**src/rtl/mac_pkg.sv**
```systemverilog
// Shared constants and types for the MAC array and its output collection stage.
package mac_pkg;

    localparam int col           = 8;
    localparam int psum_bw       = 16;
    localparam int depth_default = 16;

    typedef logic [psum_bw-1:0] psum_t;
    typedef logic [psum_bw*col-1:0] psum_row_t;

endpackage

```
**src/rtl/mac_ofifo_if.sv**
```systemverilog
// Bus between the MAC array south edge / write-back path and the output FIFO.
// The slave side is the FIFO; the master side drives psums, strobes and reads.
interface mac_ofifo_if;
    import mac_pkg::*;

    psum_row_t      in;
    logic [col-1:0] wr;
    logic           rd;
    psum_row_t      out;
    logic           o_valid;
    logic           o_ready;
    logic           o_full;
    logic           o_overflow;

    modport slave (
        input  in,
        input  wr,
        input  rd,
        output out,
        output o_valid,
        output o_ready,
        output o_full,
        output o_overflow
    );

    modport master (
        output in,
        output wr,
        output rd,
        input  out,
        input  o_valid,
        input  o_ready,
        input  o_full,
        input  o_overflow
    );

endinterface

```
**src/rtl/ofifo_lane.sv**
```systemverilog
// Single-column synchronous FIFO. Head data is presented combinationally so the
// top level can register a whole row in the same cycle it pops every lane.
module ofifo_lane
    import mac_pkg::*;
#(
    parameter int depth = depth_default
) (
    input  logic                   clk,
    input  logic                   rst_n,
    input  logic                   i_wr,
    input  logic                   i_pop,
    input  psum_t                  i_din,
    output psum_t                  o_dout,
    output logic [$clog2(depth):0] o_count,
    output logic                   o_empty,
    output logic                   o_full
);

    localparam int ptr_bw = $clog2(depth);
    localparam logic [ptr_bw-1:0] PTR_ONE  = ptr_bw'(1);
    localparam logic [ptr_bw:0]   CNT_ONE  = (ptr_bw + 1)'(1);
    localparam logic [ptr_bw:0]   CNT_FULL = (ptr_bw + 1)'(depth);

    psum_t             r_mem [depth];
    logic [ptr_bw-1:0] r_wptr;
    logic [ptr_bw-1:0] r_rptr;
    logic [ptr_bw:0]   r_cnt;

    logic w_empty;
    logic w_full;
    logic w_pop;
    logic w_accept;

    assign w_empty  = (r_cnt == '0);
    assign w_full   = (r_cnt == CNT_FULL);
    // Popping an empty lane is masked so a stray pop can never corrupt pointers.
    assign w_pop    = i_pop & ~w_empty;
    // A full lane still takes a write when its head leaves in the same cycle.
    assign w_accept = i_wr & (~w_full | w_pop);

    // Storage array; contents are only meaningful between the pointers, so no reset.
    always_ff @(posedge clk) begin
        if (w_accept) begin
            r_mem[r_wptr] <= i_din;
        end
    end

    // Pointer and occupancy tracking; pointers wrap naturally at depth (power of two).
    always_ff @(posedge clk or negedge rst_n) begin
        if (!rst_n) begin
            r_wptr <= '0;
            r_rptr <= '0;
            r_cnt  <= '0;
        end else begin
            if (w_accept) begin
                r_wptr <= r_wptr + PTR_ONE;
            end
            if (w_pop) begin
                r_rptr <= r_rptr + PTR_ONE;
            end
            case ({w_accept, w_pop})
                2'b10:   r_cnt <= r_cnt + CNT_ONE;
                2'b01:   r_cnt <= r_cnt - CNT_ONE;
                default: r_cnt <= r_cnt;
            endcase
        end
    end

    assign o_dout  = r_mem[r_rptr];
    assign o_count = r_cnt;
    assign o_empty = w_empty;
    assign o_full  = w_full;

endmodule

```
**src/rtl/mac_ofifo.sv**
```systemverilog
// Output collection stage below the MAC array. Each column's skewed south-edge
// psum is queued in its own lane; a row is released only once every lane has
// data, so reads always return a column-aligned row.
module mac_ofifo
    import mac_pkg::*;
#(
    parameter int depth = depth_default
) (
    input  logic        clk,
    input  logic        reset,
    mac_ofifo_if.slave  bus
);

    localparam int ptr_bw = $clog2(depth);
    localparam logic [ptr_bw:0] CNT_FULL = (ptr_bw + 1)'(depth);

    psum_t           w_dout  [col];
    logic [ptr_bw:0] w_count [col];
    logic [col-1:0]  w_empty;
    logic [col-1:0]  w_lane_full;
    psum_row_t       w_row;
    logic            w_pop;
    logic            w_ready;
    logic            w_any_full;
    logic [col-1:0]  w_drop;

    psum_row_t r_out;
    logic      r_valid;
    logic      r_overflow;

    genvar g;
    generate
        for (g = 0; g < col; g++) begin : g_lane
            ofifo_lane #(
                .depth (depth)
            ) u_lane (
                .clk     (clk),
                .rst_n   (reset),
                .i_wr    (bus.wr[g]),
                .i_pop   (w_pop),
                .i_din   (bus.in[g*psum_bw +: psum_bw]),
                .o_dout  (w_dout[g]),
                .o_count (w_count[g]),
                .o_empty (w_empty[g]),
                .o_full  (w_lane_full[g])
            );
            assign w_row[g*psum_bw +: psum_bw] = w_dout[g];
        end
    endgenerate

    // Row availability and full status, both from pre-write registered counts so
    // a write landing this cycle can never be popped in the same cycle.
    always_comb begin
        w_ready    = 1'b1;
        w_any_full = 1'b0;
        for (int c = 0; c < col; c++) begin
            w_ready    = w_ready & (w_count[c] != '0);
            w_any_full = w_any_full | (w_count[c] == CNT_FULL);
        end
    end

    assign w_pop  = bus.rd & ~(|w_empty);
    assign w_drop = bus.wr & w_lane_full & {col{~w_pop}};

    // Output row register: captures the head row on every pop, otherwise holds.
    always_ff @(posedge clk or negedge reset) begin
        if (!reset) begin
            r_out   <= '0;
            r_valid <= 1'b0;
        end else begin
            r_valid <= w_pop;
            if (w_pop) begin
                r_out <= w_row;
            end
        end
    end

    // Sticky overflow: any column write that found its lane full with no pop.
    always_ff @(posedge clk or negedge reset) begin
        if (!reset) begin
            r_overflow <= 1'b0;
        end else if (|w_drop) begin
            r_overflow <= 1'b1;
        end
    end

    assign bus.out        = r_out;
    assign bus.o_valid    = r_valid;
    assign bus.o_ready    = w_ready;
    assign bus.o_full     = w_any_full;
    assign bus.o_overflow = r_overflow;

endmodule

```
**src/flat_wrapper.sv**
```systemverilog
// flat-port wrapper written by rule: the top's interface ports become plain ports
module mac_ofifo_flat import mac_pkg::*;
#(
    parameter int depth = depth_default
)
  (clk, reset, bus_in, bus_wr, bus_rd, bus_out, bus_o_valid, bus_o_ready, bus_o_full, bus_o_overflow);
  mac_ofifo_if bus_i ();
  input  logic clk;
  input  logic reset;
  input wire logic [$bits(bus_i.in)-1:0] bus_in;
  input wire logic [$bits(bus_i.wr)-1:0] bus_wr;
  input wire logic [$bits(bus_i.rd)-1:0] bus_rd;
  output wire logic [$bits(bus_i.out)-1:0] bus_out;
  output wire logic [$bits(bus_i.o_valid)-1:0] bus_o_valid;
  output wire logic [$bits(bus_i.o_ready)-1:0] bus_o_ready;
  output wire logic [$bits(bus_i.o_full)-1:0] bus_o_full;
  output wire logic [$bits(bus_i.o_overflow)-1:0] bus_o_overflow;
  assign bus_i.in = bus_in;
  assign bus_i.wr = bus_wr;
  assign bus_i.rd = bus_rd;
  assign bus_out = bus_i.out;
  assign bus_o_valid = bus_i.o_valid;
  assign bus_o_ready = bus_i.o_ready;
  assign bus_o_full = bus_i.o_full;
  assign bus_o_overflow = bus_i.o_overflow;
  mac_ofifo #(.depth(depth)) u_core (.clk(clk), .reset(reset), .bus(bus_i));
endmodule
```
**config.mk**
```make
export PLATFORM = sky130hd
export DESIGN_NAME = mac_ofifo_flat
export DESIGN_NICKNAME = d
export VERILOG_FILES = /design/src/rtl/mac_pkg.sv /design/src/rtl/mac_ofifo_if.sv /design/src/rtl/ofifo_lane.sv /design/src/rtl/mac_ofifo.sv /design/src/flat_wrapper.sv
export SDC_FILE = /design/constraint.sdc
export NUM_CORES = 2
export LEC_CHECK = 0
export BUFFER_PORTS_ARGS = -buffer_cell sky130_fd_sc_hd__buf_4
export CAP_MARGIN = 20
export CELL_PAD_IN_SITES_DETAIL_PLACEMENT = 0
export CELL_PAD_IN_SITES_GLOBAL_PLACEMENT = 1
export CORE_MARGIN = 4
export CORE_UTILIZATION = 45
export CTS_CLUSTER_SIZE = 25
export DETAILED_ROUTE_END_ITERATION = 10
export PLACE_DENSITY = 0.74
export SLEW_MARGIN = 15
export SYNTH_ARGS = -nofsm -noshare
export SYNTH_HDL_FRONTEND = slang
export SYNTH_SLANG_ARGS = --single-unit
```
**constraint.sdc**
```tcl
create_clock -name clk -period 3.2 [get_ports clk]
set_input_delay 0.64 -clock clk [delete_from_list [all_inputs] [get_ports clk]]
set_output_delay 0.64 -clock clk [all_outputs]
set_load 0.1 [all_outputs]
```
==> results.sh <==
export IMPL_status="finished, final reports clean"
export IMPL_via_per_inst=5.60
export IMPL_drive_gt1_frac=0.333
export IMPL_period_minus_slack_ns=3.12
export IMPL_worstHoldPathCells=1
export IMPL_p_int_w=0.0667
export IMPL_relSlewSlack=0.229
export IMPL_die_area_um2=204000
export IMPL_grt_pass1_vias=43500
export IMPL_switching_share=0.338
export IMPL_grt_overflow=0
export IMPL_ys_ff_latch=2282
export IMPL_powerDensity_nw_per_um2=972
export IMPL_postRouteAntennaNets=0
export IMPL_dr_pass1_iters=5
export IMPL_clk_pin_slew_ns=0.06
export IMPL_fp_dieH_um=451
export IMPL_grtUsageMet2=0.321
export IMPL_hold_violations=0
export IMPL_path_cells="nor4_4 > and2b_2 > or4_4 > nor2_4 > buf_12"
export IMPL_final_cell_count_no_fill=7464
export IMPL_final_common_cell="edfxtp_1"
export IMPL_yosys_cell_types_count=74
export IMPL_cts_htree_levels=4
export IMPL_max_freq_mhz=320
export IMPL_cp_slowest_cell="or4_4"
export IMPL_maxCapViolCount=0
export IMPL_crit_path_end_kind="output pin"
export IMPL_startpoint="u_core.g_lane[2].u_lane.o_count[1]"
export IMPL_synth_flop_cell="edfxtp_1"
export IMPL_drc=0
export IMPL_r2r_start="u_core.g_lane[6].u_lane.o_count[2]"
export IMPL_p_total_w=0.101
export IMPL_clock_latency_ns=0.87
export IMPL_use_met1=0.268
export IMPL_place_gp_congestion=0.763
export IMPL_dp_slack_ns=0.0419
export IMPL_yosysTopAreaCellShare=0.695
export IMPL_seq_power_share=0.394
export IMPL_syn_avg_cell_area_um2=21.5
export IMPL_period_share=0.975
export IMPL_ys_seq_area_frac=0.761
export IMPL_syn_nets=4306
export IMPL_ys_top_cells_by_area="edfxtp_1, mux4_2, dfrtp_1"
export IMPL_worst_path_max_fanout=4
export IMPL_gr_usage_all_layers=0.193
export IMPL_p_comb_frac=0.333
export IMPL_p_sw_w=0.0341
export IMPL_rows=162
export IMPL_async_flop_share=0.103
export IMPL_ios=271
export IMPL_dp_hpwl_mm=121
export IMPL_fp_dieW_um=451
export IMPL_leakage_nw=34.8
export IMPL_hp_start="bus_in[125]"
export IMPL_cts_root_buf="clkbuf_16"
export IMPL_gr_usage_met3=0.0319
export IMPL_finalMaxSlewViolations=0
export IMPL_cp_arrival_ns=2.48
export IMPL_post_route_util=0.532
export IMPL_finalWirelength_mm=196
export IMPL_antenna_found_initial=13
export IMPL_finalSetupTns_ns=0
export IMPL_grt_max_degree=68
export IMPL_r2r_slack_ns=0.18
export IMPL_wl_per_cell_um=26.2
export IMPL_worstPathRequired_ns=2.56
export IMPL_area_growth_syn_to_layout_pct=17.2
export IMPL_syn_instance_count=4116
export IMPL_cts_sinks=2282
export IMPL_coreArea_um2=195000
export IMPL_drtIter0Drc=3888
export IMPL_numCtsBuffers=223
export IMPL_route_vias_total=41800
export IMPL_start_kind="register"
export IMPL_portBuffers=270
export IMPL_hold_end="u_core.g_lane[7].u_lane.r_mem[8][13]"
export IMPL_yosysWarningCount=0
export IMPL_finalSetupViolCount=0
export IMPL_clockBufferDepth=3
export IMPL_tightest_slew_ns=1.16
export IMPL_reg2regPathDepth=7
export IMPL_reg2reg_to="u_core.g_lane[4].u_lane.r_mem[3][10]"
export IMPL_worstSetupPathType="reg -> out"
export IMPL_grt_busiest_layer="met2"
export IMPL_layout_setup_ws_ns=0.0799
export IMPL_dp_cells=6991
export IMPL_hp_class="in -> reg"
export IMPL_final_cell_mix="edfxtp_1, mux4_2, nand2_1"
export IMPL_clkPwrFrac=0.273
export IMPL_initial_core_util=0.453
export IMPL_rsz0062_at_grt="true"
export IMPL_critical_path_max_stage_delay_ns=0.57
export IMPL_synth_top_cell_by_area="edfxtp_1"
export IMPL_synth_edf_count=2048
export IMPL_vdd_drop_max_mv=0.784
export IMPL_clock_skew_ns=0.0541
export IMPL_syn_cell_area_um2=88500
export IMPL_num_nets_final=4830
export IMPL_cts_tree="built"
export IMPL_grt_first_pass_wirelength_mm=293
-- cells in the mapped netlist, drive strengths merged (5+ instances only) --
library cell,number
a22oi,8
a31oi,12
a32oi,7
and2,76
and3,14
and4,14
buf,124
clkbuf,82
dfrtp,234
edfxtp,2048
ha,51
inv,34
mux2,9
mux4,640
nand2,441
nand2b,5
nand3,11
nand4,13
nor2,39
nor2b,6
nor3,29
nor3b,6
nor4,27
o211ai,12
o21ai,12
o22ai,5
o31ai,5
xnor2,69
xor2,21
-- worst max path at each step --
| stage | end | slack [ns] | cells after the start |
|---|---|---|---|
| finish | bus_o_ready | 0.08 | 5 |
| floorplan | u_core.g_lane[1].u_lane.r_mem[3][0] | 0.003 | 9 |
| CTS | bus_o_ready | -0.008 | 5 |
| detailed placement | u_core.g_lane[6].u_lane.r_mem[10][15] | 0.04 | 7 |
| global placement | u_core.g_lane[0].u_lane.o_count[4] | 0.15 | 8 |
| global route | bus_o_ready | -0.03 | 5 |
-- registers in the layout (all words and copies together) (netlist names) --
register and cells:
u_core.bus.o_overflow 1, u_core.bus.o_valid 1, u_core.g_lane.u_lane.r_mem 2048, u_core.g_lane.u_lane.o_count 40, u_core.g_lane.u_lane.r_rptr 32, u_core.g_lane.u_lane.r_wptr 32
u_core.bus.out 128
-- power by group through the flow --
stage,Clock [W],Sequential [W],Combinational (W)
3_5_place_dp,0,0.0403,0.0337
4_1_cts,0.0281,0.0397,0.0342
6_report,0.0275,0.0397,0.0336
5_1_grt,0.0295,0.0401,0.0358
2_1_floorplan,0,0.0442,0.0190
3_3_place_gp,0,0.0401,0.0334
-- per-stage QoR --
stage | area [µm²] | hold slack, ns
floorplan | 88500 | 0.344
detailed placement | 95200 | 0.449
finish | 104000 | 0.0813
global route | 104000 | 0.0354
global placement | 95200 | 0.445
CTS | 104000 | 0.000277
-- cells by family after synthesis --
group,share of synthesized area
muxes,0.164
AOI/OAI and AO/OA,0.00946
DFF,0.761
xor gates and xnor gates,0.00891
adders and majority gates,0.00721
buffers and inverters,0.0117
and+or+nand+nor,0.0375
-- layer usage --
layer	routed length [µm]	vias up	share of wire
met5	41	-	0.00021
met4	4300	6	0.022
met3	10700	267	0.055
met2	99400	1302	0.51
met1	81100	22300	0.41
li1	-	17900	-
-- area by class of cell --
| type | instances | area [µm²] |
|---|---|---|
| antenna | 3 | 7.51 |
| clock buffer | 292 | 6090 |
| clock inverter | 130 | 1830 |
| fill | 14800 | 91400 |
| inverter | 34 | 135 |
| multi-input combinational | 1594 | 20400 |
| sequential | 2282 | 67400 |
| tap | 2624 | 3280 |
| timing repair buffer | 505 | 4560 |
-- worst max-delay path: cells and delay by family, from the launching register on --
family                 cells  cell delay, ns
DFF                        1            0.41
and+or+nand+nor            4            1.01
buffers and inverters      1            0.18
-- repair_timing --
action	4_1_cts	5_1_grt
buffers inserted	19	3
pin swaps	8	2
hold buffers	27	0
gates resized for setup	36	24
endpoints found under the setup margin	4	436
endpoints found under the hold margin	317	0
(Power assumes the default switching activity.)
